**config.mk**
```make
export PLATFORM = sky130hd
export DESIGN_NAME = spi_slave_flat
export DESIGN_NICKNAME = d
export VERILOG_FILES = /design/src/rtl/spi_slave_if.sv /design/src/rtl/spi_slave.sv /design/src/flat_wrapper.sv
export SDC_FILE = /design/constraint.sdc
export NUM_CORES = 1
export LEC_CHECK = 0
export BUFFER_PORTS_ARGS = -buffer_cell sky130_fd_sc_hd__buf_2
export CAP_MARGIN = 10
export CELL_PAD_IN_SITES_DETAIL_PLACEMENT = 1
export CELL_PAD_IN_SITES_GLOBAL_PLACEMENT = 2
export CORE_MARGIN = 10
export CORE_UTILIZATION = 39
export DETAILED_ROUTE_END_ITERATION = 8
export PLACE_DENSITY = 0.79
export SYNTH_ARGS = -nofsm -noshare
export SYNTH_HDL_FRONTEND = slang
export SYNTH_SLANG_ARGS = --single-unit
```
**constraint.sdc**
```tcl
create_clock -name clk -period 3.3 [get_ports clk]
set_input_delay 0.165 -clock clk [delete_from_list [all_inputs] [get_ports clk]]
set_output_delay 0.165 -clock clk [all_outputs]
set_load 0.005 [all_outputs]
```
**src/rtl/spi_slave_if.sv**
```systemverilog
// rtl/spi_slave_if.sv - SPI serial pins plus RAM-side word/response handshake
interface spi_slave_if #(
  parameter int ADDR_SIZE = 8
);
  logic                 ss_n;
  logic                 mosi;
  logic                 miso;
  logic [ADDR_SIZE+1:0] rx_data;
  logic                 rx_valid;
  logic [ADDR_SIZE-1:0] tx_data;
  logic                 tx_valid;

  // Slave: the SPI front end itself
  modport slave (
    input  ss_n,
    input  mosi,
    input  tx_data,
    input  tx_valid,
    output miso,
    output rx_data,
    output rx_valid
  );

  // Master: SPI host driving the pins and the RAM answering reads
  modport master (
    output ss_n,
    output mosi,
    output tx_data,
    output tx_valid,
    input  miso,
    input  rx_data,
    input  rx_valid
  );
endinterface

```
**src/rtl/spi_slave.sv**
```systemverilog
// rtl/spi_slave.sv - SPI mode-0 slave: MOSI frames to RAM words, RAM read data to MISO
module spi_slave #(
  parameter int ADDR_SIZE = 8
) (
  input  logic        clk,
  input  logic        rst,
  spi_slave_if.slave  bus
);

  localparam int RX_W = ADDR_SIZE + 2;
  localparam int RCW  = $clog2(RX_W + 1);
  localparam int TCW  = $clog2(ADDR_SIZE + 1);

  localparam logic [RCW-1:0] RX_LAST = RCW'(RX_W - 1);
  localparam logic [RCW-1:0] RX_FULL = RCW'(RX_W);
  localparam logic [TCW-1:0] TX_LAST = TCW'(ADDR_SIZE);

  typedef enum logic [2:0] {
    IDLE      = 3'd0,
    CHK_CMD   = 3'd1,
    WRITE     = 3'd2,
    READ_ADD  = 3'd3,
    READ_DATA = 3'd4
  } state_t;

  state_t               r_state;
  state_t               w_next_state;

  logic [RX_W-2:0]      r_rx_shift;
  logic [RCW-1:0]       r_rx_cnt;
  logic [RX_W-1:0]      r_rx_data;
  logic                 r_rx_valid;
  logic                 r_rd_addr_done;

  logic [ADDR_SIZE-2:0] r_tx_shift;
  logic [TCW-1:0]       r_tx_cnt;
  logic                 r_tx_active;
  logic                 r_tx_done;
  logic                 r_miso;

  logic                 w_in_frame;
  logic                 w_rx_shift;
  logic                 w_tx_load;

  assign bus.miso     = r_miso;
  assign bus.rx_data  = r_rx_data;
  assign bus.rx_valid = r_rx_valid;

  // State register
  always_ff @(posedge clk or posedge rst) begin
    if (rst) begin
      r_state <= IDLE;
    end else begin
      r_state <= w_next_state;
    end
  end

  // Next-state decode plus shift/load enables for the datapath
  always_comb begin
    w_next_state = r_state;
    w_in_frame   = 1'b0;
    w_rx_shift   = 1'b0;
    w_tx_load    = 1'b0;
    case (r_state)
      IDLE: begin
        if (!bus.ss_n) w_next_state = CHK_CMD;
      end
      CHK_CMD: begin
        if (bus.ss_n)            w_next_state = IDLE;
        else if (!bus.mosi)      w_next_state = WRITE;
        else if (r_rd_addr_done) w_next_state = READ_DATA;
        else                     w_next_state = READ_ADD;
      end
      WRITE, READ_ADD, READ_DATA: begin
        w_in_frame = !bus.ss_n;
        if (bus.ss_n) w_next_state = IDLE;
      end
      default: w_next_state = IDLE;
    endcase
    w_rx_shift = w_in_frame && (r_rx_cnt != RX_FULL);
    // Only the wait phase of a read-data frame accepts the RAM response
    w_tx_load  = w_in_frame && (r_state == READ_DATA) && (r_rx_cnt == RX_FULL)
                 && !r_tx_active && !r_tx_done && bus.tx_valid;
  end

  // Receive shifter, word strobe, read-address flag and MISO shifter
  always_ff @(posedge clk or posedge rst) begin
    if (rst) begin
      r_rx_shift     <= '0;
      r_rx_cnt       <= '0;
      r_rx_data      <= '0;
      r_rx_valid     <= 1'b0;
      r_rd_addr_done <= 1'b0;
      r_tx_shift     <= '0;
      r_tx_cnt       <= '0;
      r_tx_active    <= 1'b0;
      r_tx_done      <= 1'b0;
      r_miso         <= 1'b0;
    end else begin
      r_rx_valid <= 1'b0;
      if (r_state == IDLE || bus.ss_n) begin
        // Outside a frame (or on abort) everything but rx_data and the flag clears
        r_rx_shift  <= '0;
        r_rx_cnt    <= '0;
        r_tx_shift  <= '0;
        r_tx_cnt    <= '0;
        r_tx_active <= 1'b0;
        r_tx_done   <= 1'b0;
        r_miso      <= 1'b0;
      end else begin
        if (w_rx_shift) begin
          r_rx_shift <= {r_rx_shift[RX_W-3:0], bus.mosi};
          r_rx_cnt   <= r_rx_cnt + RCW'(1);
          if (r_rx_cnt == RX_LAST) begin
            r_rx_data  <= {r_rx_shift, bus.mosi};
            r_rx_valid <= 1'b1;
            if (r_state == READ_ADD) r_rd_addr_done <= 1'b1;
          end
        end
        if (w_tx_load) begin
          r_miso      <= bus.tx_data[ADDR_SIZE-1];
          r_tx_shift  <= bus.tx_data[ADDR_SIZE-2:0];
          r_tx_cnt    <= TCW'(1);
          r_tx_active <= 1'b1;
        end else if (r_tx_active) begin
          if (r_tx_cnt == TX_LAST) begin
            // Last bit has had its full cycle on the line
            r_miso         <= 1'b0;
            r_tx_active    <= 1'b0;
            r_tx_done      <= 1'b1;
            r_rd_addr_done <= 1'b0;
          end else begin
            r_miso     <= r_tx_shift[ADDR_SIZE-2];
            r_tx_shift <= {r_tx_shift[ADDR_SIZE-3:0], 1'b0};
            r_tx_cnt   <= r_tx_cnt + TCW'(1);
          end
        end
      end
    end
  end

endmodule

```
**src/flat_wrapper.sv**
```systemverilog
// flat-port wrapper written by rule: the top's interface ports become plain ports
module spi_slave_flat 
#(
  parameter int ADDR_SIZE = 8
)
  (clk, rst, bus_ss_n, bus_mosi, bus_tx_data, bus_tx_valid, bus_miso, bus_rx_data, bus_rx_valid);
  spi_slave_if #(.ADDR_SIZE(ADDR_SIZE)) bus_i ();
  input  logic clk;
  input  logic rst;
  input wire logic [$bits(bus_i.ss_n)-1:0] bus_ss_n;
  input wire logic [$bits(bus_i.mosi)-1:0] bus_mosi;
  input wire logic [$bits(bus_i.tx_data)-1:0] bus_tx_data;
  input wire logic [$bits(bus_i.tx_valid)-1:0] bus_tx_valid;
  output wire logic [$bits(bus_i.miso)-1:0] bus_miso;
  output wire logic [$bits(bus_i.rx_data)-1:0] bus_rx_data;
  output wire logic [$bits(bus_i.rx_valid)-1:0] bus_rx_valid;
  assign bus_i.ss_n = bus_ss_n;
  assign bus_i.mosi = bus_mosi;
  assign bus_i.tx_data = bus_tx_data;
  assign bus_i.tx_valid = bus_tx_valid;
  assign bus_miso = bus_i.miso;
  assign bus_rx_data = bus_i.rx_data;
  assign bus_rx_valid = bus_i.rx_valid;
  spi_slave #(.ADDR_SIZE(ADDR_SIZE)) u_core (.clk(clk), .rst(rst), .bus(bus_i));
endmodule
```
==> results of run 1 <==
[metal layers]
metal  track usage  up-vias  wire length, µm
li1              -      668                -
met1         0.126      656             1820
met2         0.160       24             1850
met3        0.0333        5              191
met4        0.0318        0               45
met5             0        -                0
[layout by cell type (no fill, tap or decap), types with 2 or more instances in the layout]
| master | n |
|---|---|
| dfrtp_1 | 42 |
| nor2_1 | 8 |
| mux2_1 | 9 |
| inv_1 | 8 |
| clkbuf_8 | 6 |
| o21ai_0 | 16 |
| nor3b_1 | 2 |
| a211oi_1 | 2 |
| a21oi_1 | 13 |
| nand2b_1 | 3 |
| nand2_1 | 26 |
| nor3_1 | 2 |
| buf_4 | 2 |
| a31oi_1 | 2 |
| nand3_1 | 3 |
| ha_1 | 5 |
| mux2i_1 | 7 |
| nand4_1 | 2 |
| mux2_2 | 2 |
| buf_2 | 24 |
| xnor2_1 | 2 |
| nand3b_1 | 3 |
[logic make-up (layout without fill, tap and decap cells)]
| group | count (synthesis) | after routing | synth area share |
|---|---|---|---|
| compound gates | 39 | 39 | 0.114 |
| xor+xnor | 3 | 3 | 0.0137 |
| fa+ha+maj | 5 | 5 | 0.0325 |
| buf+inv | 18 | 42 | 0.0423 |
| flops | 42 | 42 | 0.546 |
| mux | 18 | 18 | 0.101 |
| simple gates | 56 | 56 | 0.150 |
[state kept, by name, indices dropped and copies added, names as in the netlist]
| register | cells |
|---|---|
| u_core.r_tx_cnt | 4 |
| u_core.r_state | 3 |
| u_core.r_tx_active | 1 |
| u_core.r_tx_shift | 7 |
| u_core.bus.rx_valid | 1 |
| u_core.bus.miso | 1 |
| u_core.r_rx_shift | 9 |
| u_core.r_rd_addr_done | 1 |
| u_core.r_rx_cnt | 4 |
| u_core.bus.rx_data | 10 |
| u_core.r_tx_done | 1 |
[power breakdown]
part           total, mW  leakage [nW]  internal, mW  switching, mW
clock network      0.341        0.0472         0.168          0.173
registers          0.527         0.584         0.518        0.00833
logic             0.0546         0.444        0.0174         0.0372
[worst max-delay path, stage by stage, from the launching register on]
cell and delay (ns):
dfrtp_1 0.45, inv_1 0.07, ha_1 0.21, nor4bb_1 0.33
nor2b_2 0.55, mux2_2 0.39
[final cells by class]
type                            instances  area, µm²  share of cell area
Sequential cell                        42       1050               0.481
Multi-Input combinational cell        121        792               0.362
Timing Repair Buffer                   26        135              0.0618
Tap cell                               67       83.8              0.0383
Clock buffer                            6       82.6              0.0378
Inverter                                8       30.0              0.0137
Clock inverter                          2       12.5             0.00572
[through the flow]
| stage | utilization | hold WS (ns) | std cells |
|---|---|---|---|
| final | 0.460 | -0.0267 | 272 |
| after global routing | 0.460 | 0.0303 | 272 |
| after CTS | 0.460 | 0.00635 | 272 |
| after detailed placement | 0.440 | 0.322 | 264 |
| after global placement | 0.440 | 0.317 | 264 |
| after floorplan | - | 0.232 | 181 |
[worst min path at each step]
| stage | startpoint | to | slack, ns | depth (start not counted) |
|---|---|---|---|---|
| 2_1_floorplan | bus_ss_n | u_core.r_state[2]$_DFFE_PP0P_ | 0.23 | 1 |
| 5_1_grt | rst | u_core.r_rx_shift[4]$_DFFE_PP0P_ | 0.03 | 2 |
| 6_report | rst | u_core.r_rx_shift[4]$_DFFE_PP0P_ | -0.03 | 2 |
| 4_1_cts | rst | u_core.r_rx_shift[4]$_DFFE_PP0P_ | 0.006 | 2 |
| 3_5_place_dp | rst | u_core.r_rx_shift[4]$_DFFE_PP0P_ | 0.32 | 2 |
| 3_3_place_gp | rst | u_core.r_rx_shift[4]$_DFFE_PP0P_ | 0.32 | 2 |
==> results.txt, run 1 <==
I/O pin cnt = 25
crit end category = flop
number of inserted diodes = 0
Worst-path clk slew = 0.08 ns
status = complete, but fails checks
Cells after Synth = 181
Clock Latency Late Sink = 0.29 ns
HPWL after DPL = 2.96 mm
WL/cell = 14.3 µm
fillers = 548
Die Span X = 90.2 µm
share of layout cells above drive strength 1 = 0.200
FF-to-FF End = u_core.bus.rx_data[7]$_DFFE_PP0P_
headroom to the max-slew limit = 0.523
CTS tree = built
Critical Path Fanout Max = 11
Vert. Die Dim = 90.2 µm
dpl ws = 1.15 ns
failing checks = hold timing
first-pass GRT wire length = 6.89 mm
CP required = 3.48 ns
fmax = 0.472 GHz
setup TNS = 0 ns
CP startpoint = u_core.r_rx_cnt[0]$_DFFE_PP0P_
Hold Vio Cnt, Final = 18
number of antenna violations at the first check in global routing = 0
Most used DFF post-synth = dfrtp_1
unrepaired setup endpoints after global routing = no
startpoint types = flop
Synth area leader = dfrtp_1
P per Cell Area = 422 nW/µm²
Final Cycle Share = 0.642
GR Util All Layers = 0.101
H-tree depth = 2
Area growth syn-to-layout = 13.7%
reg-to-reg slack, setup = 1.18 ns
HP Class = in -> async
Final min period = 2.12 ns
DIE AREA = 8140 µm²
largest net degree at the start of global routing = 25
Worst Slack Setup Final = 1.18 ns
ys async rst share = 1.00
Post-synth EDFFs = 0
cell area after synthesis = 1920 µm²
Starting Density = 0.405
crit path kind = reg -> reg
# setup viols final = 0
grt ovf = 0
mean post-synth cell area = 10.6 µm²
R2R Path Start = u_core.r_rx_cnt[0]$_DFFE_PP0P_
Synth top area share = 0.546
vias in the first global route = 1410
DR DRC count = 0
initial drt markers = 19
row count = 25
critical path endpoint = u_core.bus.rx_data[7]$_DFFE_PP0P_
yosys warns = 0
post-route ant nets = 0
Buffers on Ports = 24
TritonCTS Sinks = 42
Peak VDD IR = 0.177 mV
critical path arrival = 2.30 ns
Net Count, Synth = 199
most common cell in the synthesized netlist = dfrtp_1
nets@finish = 222
ranking of synthesized cells by area = dfrtp_1, mux2_1, nand2_1
P_leak = 1.07 nW
final instance area = 2190 µm²
core area = 4750 µm²
Worst Skew = 0.00635 ns
worst-margin pin slew = 0.714 ns
DR vias/cell = 4.97
synth cell count leaders = dfrtp_1, nand2_1, o21ai_0, a21oi_1, mux2_1
register bit total from synthesis = 42
register area share after synthesis = 0.546
count of pins over their slew limit = 0
GP Congestion = 0.771
Max-Cap Viols = 0
Distinct cells, synth = 36
Area after DPL = 2090 µm²
final WL = 3.90 mm
PostCTS Resize Cnt = 0
TritonRoute pass-1 iters = 4
Final Total Pwr = 0.922 mW
vias = 1353
R2R cell count = 5
Root Driver = clkbuf_8
Post-CTS Setup Inserts = 0
clk buf depth = 2
CTS Hold Bufs = 0
hold_ws = -0.0267 ns
CTS buffer count = 5
Power figures use the tool's default switching activity.
==> inputs of run 2 (changes only) <==
--- a/config.mk
+++ b/config.mk
@@ -5,14 +5,15 @@
 export SDC_FILE = /design/constraint.sdc
 export NUM_CORES = 1
 export LEC_CHECK = 0
+export ABC_AREA = 1
 export BUFFER_PORTS_ARGS = -buffer_cell sky130_fd_sc_hd__buf_2
 export CAP_MARGIN = 10
 export CELL_PAD_IN_SITES_DETAIL_PLACEMENT = 1
 export CELL_PAD_IN_SITES_GLOBAL_PLACEMENT = 2
 export CORE_MARGIN = 10
-export CORE_UTILIZATION = 39
+export CORE_UTILIZATION = 34
 export DETAILED_ROUTE_END_ITERATION = 8
-export PLACE_DENSITY = 0.79
+export PLACE_DENSITY = 0.74
 export SYNTH_ARGS = -nofsm -noshare
 export SYNTH_HDL_FRONTEND = slang
 export SYNTH_SLANG_ARGS = --single-unit
==> constraint.sdc (replaced) <==
create_clock -name clk -period 2.1 [get_ports clk]
set_input_delay 0.105 -clock clk [delete_from_list [all_inputs] [get_ports clk]]
set_output_delay 0.105 -clock clk [all_outputs]
set_load 0.005 [all_outputs]
==> results.txt, run 2 <==
most common cell in the synthesized netlist = nand2_1
Worst Slack Setup Final = 0.303 ns
dpl ws = 0.304 ns
worst-margin pin slew = 0.551 ns
GP Congestion = 0.723
number of antenna violations at the first check in global routing = 0
nets@finish = 290
count of pins over their slew limit = 0
Net Count, Synth = 260
vias = 1643
most frequent cells in the layout = nand2_1, dfrtp_1, nand3_1
mean post-synth cell area = 8.51 µm²
Clock Latency Late Sink = 0.30 ns
ranking of synthesized cells by area = dfrtp_1, nand2_1, nand3_1
vias in the first global route = 1782
HPWL after DPL = 3.46 mm
reg-to-reg slack, setup = 0.30 ns
status = finished clean
P_leak = 1.24 nW
TritonCTS Sinks = 42
startpoint types = flop
HP Class = in -> reg
Synth top area share = 0.510
setup TNS = 0 ns
Max-Cap Viols = 0
Worst-path clk slew = 0.09 ns
R2R cell count = 8
CTS buffer count = 5
crit end category = flop
Root Driver = clkbuf_8
largest net degree at the start of global routing = 43
Cells after Synth = 242
final WL = 4.84 mm
register area share after synthesis = 0.510
yosys warns = 0
initial drt markers = 39
Final min period = 1.80 ns
Starting Density = 0.350
# setup viols final = 0
Worst Skew = 0.00859 ns
placed cells = 339
H-tree depth = 2
WL/cell = 13.9 µm
clk buf depth = 2
Post-CTS Setup Inserts = 0
TritonRoute pass-1 iters = 4
P per Cell Area = 741 nW/µm²
CTS tree = built
I/O pin cnt = 25
Final Cycle Share = 0.856
synth cell count leaders = nand2_1, dfrtp_1, nand3_1, o21ai_0, inv_1
number of flip-flops in the largest register = 10
Critical Path Fanout Max = 15
DR vias/cell = 4.72
DIE AREA = 9570 µm²
Die Span X = 97.8 µm
crit path kind = reg -> reg
Synth area leader = dfrtp_1
headroom to the max-slew limit = 0.633
Post-Layout Cell Count = 348
Peak VDD IR = 0.302 mV
Most used DFF post-synth = dfrtp_1
grt ovf = 0
fmax = 0.556 GHz
core area = 5890 µm²
post-route ant nets = 0
cell area after synthesis = 2060 µm²
Vert. Die Dim = 97.8 µm
row count = 28
ys async rst share = 1.00
CP startpoint = u_core.r_rx_cnt[0]$_DFFE_PP0P_
Area growth syn-to-layout = 14.7%
commonest non-fill, non-tap cell in the layout = nand2_1
FF-to-FF End = u_core.r_tx_cnt[0]$_DFFE_PP0P_
DR DRC count = 0
GR Util All Layers = 0.104
CP required = 2.34 ns
critical path arrival = 2.04 ns
number of inserted diodes = 0
Buffers on Ports = 24
Hold Vio Cnt, Final = 0
Post-synth EDFFs = 0
critical path endpoint = u_core.r_tx_cnt[0]$_DFFE_PP0P_
share of layout cells above drive strength 1 = 0.187
register bit total from synthesis = 42
fillers = 723
Distinct cells, synth = 27
unrepaired setup endpoints after global routing = no
first-pass GRT wire length = 8.51 mm
R2R Path Start = u_core.r_rx_cnt[0]$_DFFE_PP0P_
run 2: cell types whose count changed after synthesis, sizes merged, moves of 6 or more:
cell / before / now
nand3: 3 / 29
a21oi: 13 / 5
inv: 8 / 20
mux2i: 7 / 0
nand2: 26 / 85
mux2: 11 / 0
o21ai: 18 / 24
run 2: stage by stage:
stage | area (µm²) | util | hold slack (ns) | total power, mW
6_report | 2360 | 0.401 | 0.0340 | 1.75
5_1_grt | 2360 | 0.401 | 0.0718 | 1.86
4_1_cts | 2360 | 0.401 | 0.0298 | 1.78
3_5_place_dp | 2260 | 0.384 | 0.285 | 1.22
3_3_place_gp | 2260 | 0.384 | 0.280 | 1.22
2_1_floorplan | 2060 | - | 0.222 | 1.13
run 2: power by group:
part	internal (mW)	total (mW)	switching (mW)	leakage, nW
Sequential	0.832	0.863	0.0312	0.584
Clock	0.240	0.556	0.316	0.0447
Combinational	0.0977	0.332	0.234	0.610
Total	1.17	1.75	0.581	1.24
run 2: cell type report:
type	instances	area, µm²	area share
Tap cell	75	93.8	0.0397
Inverter	20	75.1	0.0318
Multi-Input combinational cell	172	873	0.370
Timing Repair Buffer	31	175	0.0742
Sequential cell	42	1050	0.445
Clock inverter	3	25.0	0.0106
Clock buffer	5	68.8	0.0291
run 2: timing repair:
action,in CTS,in global routing
hold buffers,1,0
setup endpoints to repair,0,0
hold endpoints to repair,42,0
gates resized for setup,0,0
run 2: kinds of logic (layout without fill, tap and decap cells):
group                      count (synthesis)  after routing  share of synthesized area
AOI/OAI and AO/OA                         33             33                     0.0978
DFF                                       42             42                      0.510
buffers and inverters                     28             59                     0.0656
xor gates and xnor gates                   4              4                     0.0170
adders and majority gates                  5              5                     0.0304
and+or+nand+nor                          130            130                      0.279
run 2: worst min path at each step:
stage                   start                                end  slack (ns)  depth (start not counted)
2_1_floorplan        bus_mosi  u_core.bus.rx_data[0]$_DFFE_PP0P_        0.22                          2
3_3_place_gp              rst     u_core.r_tx_cnt[0]$_DFFE_PP0P_        0.28                          3
3_5_place_dp              rst     u_core.r_tx_cnt[2]$_DFFE_PP0P_        0.29                          3
4_1_cts        bus_tx_data[0]   u_core.r_tx_shift[0]$_DFFE_PP0P_        0.03                          3
5_1_grt        bus_tx_data[0]   u_core.r_tx_shift[0]$_DFFE_PP0P_        0.07                          3
6_report       bus_tx_data[0]   u_core.r_tx_shift[0]$_DFFE_PP0P_        0.03                          3
run 2: layer usage:
layer  up-vias  GRT usage  wire length, µm
met4         0     0.0302               59
met2        25      0.162             2120
met3         5     0.0324              204
met1       771      0.135             2450
met5         -          0                0
li1        842          -                -
run 2: critical path: stages, from the launching register on:
cell     delay (ns)
dfrtp_1        0.42
inv_1          0.11
ha_1           0.17
nand3_2        0.12
nor2_4         0.27
nand2_4        0.20
a21oi_4        0.29
nand2_1        0.09
nand2_1        0.07
==> inputs of run 3 (changes only) <==
--- a/config.mk
+++ b/config.mk
@@ -13,6 +13,7 @@
 export CORE_MARGIN = 10
 export CORE_UTILIZATION = 34
 export DETAILED_ROUTE_END_ITERATION = 8
+export MAX_ROUTING_LAYER = met4
 export PLACE_DENSITY = 0.74
 export SYNTH_ARGS = -nofsm -noshare
 export SYNTH_HDL_FRONTEND = slang
==> results.txt, run 3 (same netlist as run 2, synthesis figures left out) <==
status = finished clean
HP Class = in -> reg
Buffers on Ports = 24
Worst-path clk slew = 0.09 ns
CTS tree = built
headroom to the max-slew limit = 0.633
row count = 28
GR Util met2 = 0.162
vias in the first global route = 1782
unrepaired setup endpoints after global routing = no
PostCTS Resize Cnt = 0
WL/cell = 13.9 µm
Clock Latency Late Sink = 0.30 ns
DR DRC count = 0
grt ovf = 0
fin util = 0.401
TritonRoute pass-1 iters = 4
Hold Path Sink = u_core.r_tx_shift[0]$_DFFE_PP0P_
largest net degree at the start of global routing = 43
core area = 5890 µm²
GP Congestion = 0.732
Area after DPL = 2260 µm²
share of layout cells above drive strength 1 = 0.187
Vert. Die Dim = 97.8 µm
# setup viols final = 0
Root Driver = clkbuf_8
DR vias/cell = 4.72
Final min period = 1.80 ns
CTS Hold Bufs = 1
TritonCTS Sinks = 42
final WL = 4.84 mm
reg-to-reg slack, setup = 0.30 ns
worst-margin pin slew = 0.551 ns
Register Area = 1050 µm²
Worst Hold Launch = bus_tx_data[0]
number of flip-flops in the largest register = 10
multi-input logic area = 873 µm²
number of inserted diodes = 0
H-tree depth = 2
Starting Density = 0.350
post-route ant nets = 0
gr busiest metal = met2
Die Span X = 97.8 µm
Area growth syn-to-layout = 14.7%
CP max stage delay = 0.42 ns
Post-CTS Setup Inserts = 0
crit end category = flop
P_leak = 1.24 nW
HPWL after DPL = 3.46 mm
Peak VDD IR = 0.302 mV
Slowest cell on crit path = dfrtp_1
Most common cell on crit path = nand2_1
R2R cell count = 8
nets@finish = 290
Hold Vio Cnt, Final = 0
startpoint types = flop
Hold Path Depth = 3
Critical Path Fanout Max = 15
final instance area = 2360 µm²
DIE AREA = 9570 µm²
Final Cycle Share = 0.856
clk buf depth = 2
crit path cell chain = inv_1 -> ha_1 -> nand3_2 -> nor2_4 -> nand2_4 -> a21oi_4 -> nand2_1 -> nand2_1
R2R Path Start = u_core.r_rx_cnt[0]$_DFFE_PP0P_
Max-Cap Viols = 0
CTS buffer count = 5
met1 Resource Use GR = 0.136
met3 Usage GRT = 0.0296
initial drt markers = 39
I/O pin cnt = 25
Worst Skew = 0.00859 ns
most frequent cells in the layout = nand2_1, dfrtp_1, nand3_1
number of antenna violations at the first check in global routing = 0
critical path arrival = 2.04 ns
setup TNS = 0 ns
CP required = 2.34 ns
GR Util All Layers = 0.107
fillers = 723
P per Cell Area = 741 nW/µm²
vias = 1643
count of pins over their slew limit = 0
fmax = 0.556 GHz
crit path kind = reg -> reg
FF-to-FF End = u_core.r_tx_cnt[0]$_DFFE_PP0P_
commonest non-fill, non-tap cell in the layout = nand2_1
first-pass GRT wire length = 8.51 mm
run 3: power breakdown:
part / internal (mW) / total (mW) / switching, mW
combinational: 0.0977 / 0.332 / 0.234
sequential: 0.832 / 0.863 / 0.0312
clock: 0.240 / 0.556 / 0.316
run 3: final cells by class:
type	count	area share
sequential	42	0.445
multi-input combinational	172	0.370
timing repair buffer	31	0.0742
tap	75	0.0397
inverter	20	0.0318
clock buffer	5	0.0291
clock inverter	3	0.0106
run 3: worst max path at each step:
stage | depth (start not counted) | from | slack (ns) | end
final | 8 | u_core.r_rx_cnt[0]$_DFFE_PP0P_ | 0.30 | u_core.r_tx_cnt[0]$_DFFE_PP0P_
after global routing | 8 | u_core.r_rx_cnt[0]$_DFFE_PP0P_ | 0.13 | u_core.r_tx_shift[3]$_DFFE_PP0P_
after CTS | 8 | u_core.r_rx_cnt[0]$_DFFE_PP0P_ | 0.28 | u_core.r_tx_shift[2]$_DFFE_PP0P_
after detailed placement | 8 | u_core.r_rx_cnt[0]$_DFFE_PP0P_ | 0.30 | u_core.r_tx_shift[3]$_DFFE_PP0P_
after global placement | 8 | u_core.r_rx_cnt[0]$_DFFE_PP0P_ | 0.32 | u_core.r_tx_shift[4]$_DFFE_PP0P_
after floorplan | 10 | u_core.r_rx_cnt[0]$_DFFE_PP0P_ | 0.62 | u_core.bus.miso$_DFFE_PP0P_
run 3: per-layer routing:
| layer | up-vias | part of all wire |
|---|---|---|
| li1 | 842 | - |
| met3 | 5 | 0.036 |
| met5 | - | 0 |
| met4 | 0 | 0.013 |
| met2 | 25 | 0.44 |
| met1 | 771 | 0.51 |
run 3: critical path: cells and delay by family (launching register included):
kind | cells | cell delay [ns]
AO/OA/AOI/OAI | 1 | 0.29
adder cells (fa/ha/maj) | 1 | 0.17
buffers and inverters | 1 | 0.11
flip-flops | 1 | 0.42
AND/OR/NAND/NOR | 5 | 0.75
run 3: per-stage QoR:
step | worst slack (ns) | std cells | power, mW | hold WS, ns
6_report | 0.302 | 348 | 1.75 | 0.0343
2_1_floorplan | 0.622 | 242 | 1.13 | 0.222
3_3_place_gp | 0.317 | 339 | 1.22 | 0.280
5_1_grt | 0.132 | 348 | 1.86 | 0.0718
4_1_cts | 0.282 | 348 | 1.78 | 0.0298
3_5_place_dp | 0.304 | 339 | 1.22 | 0.285
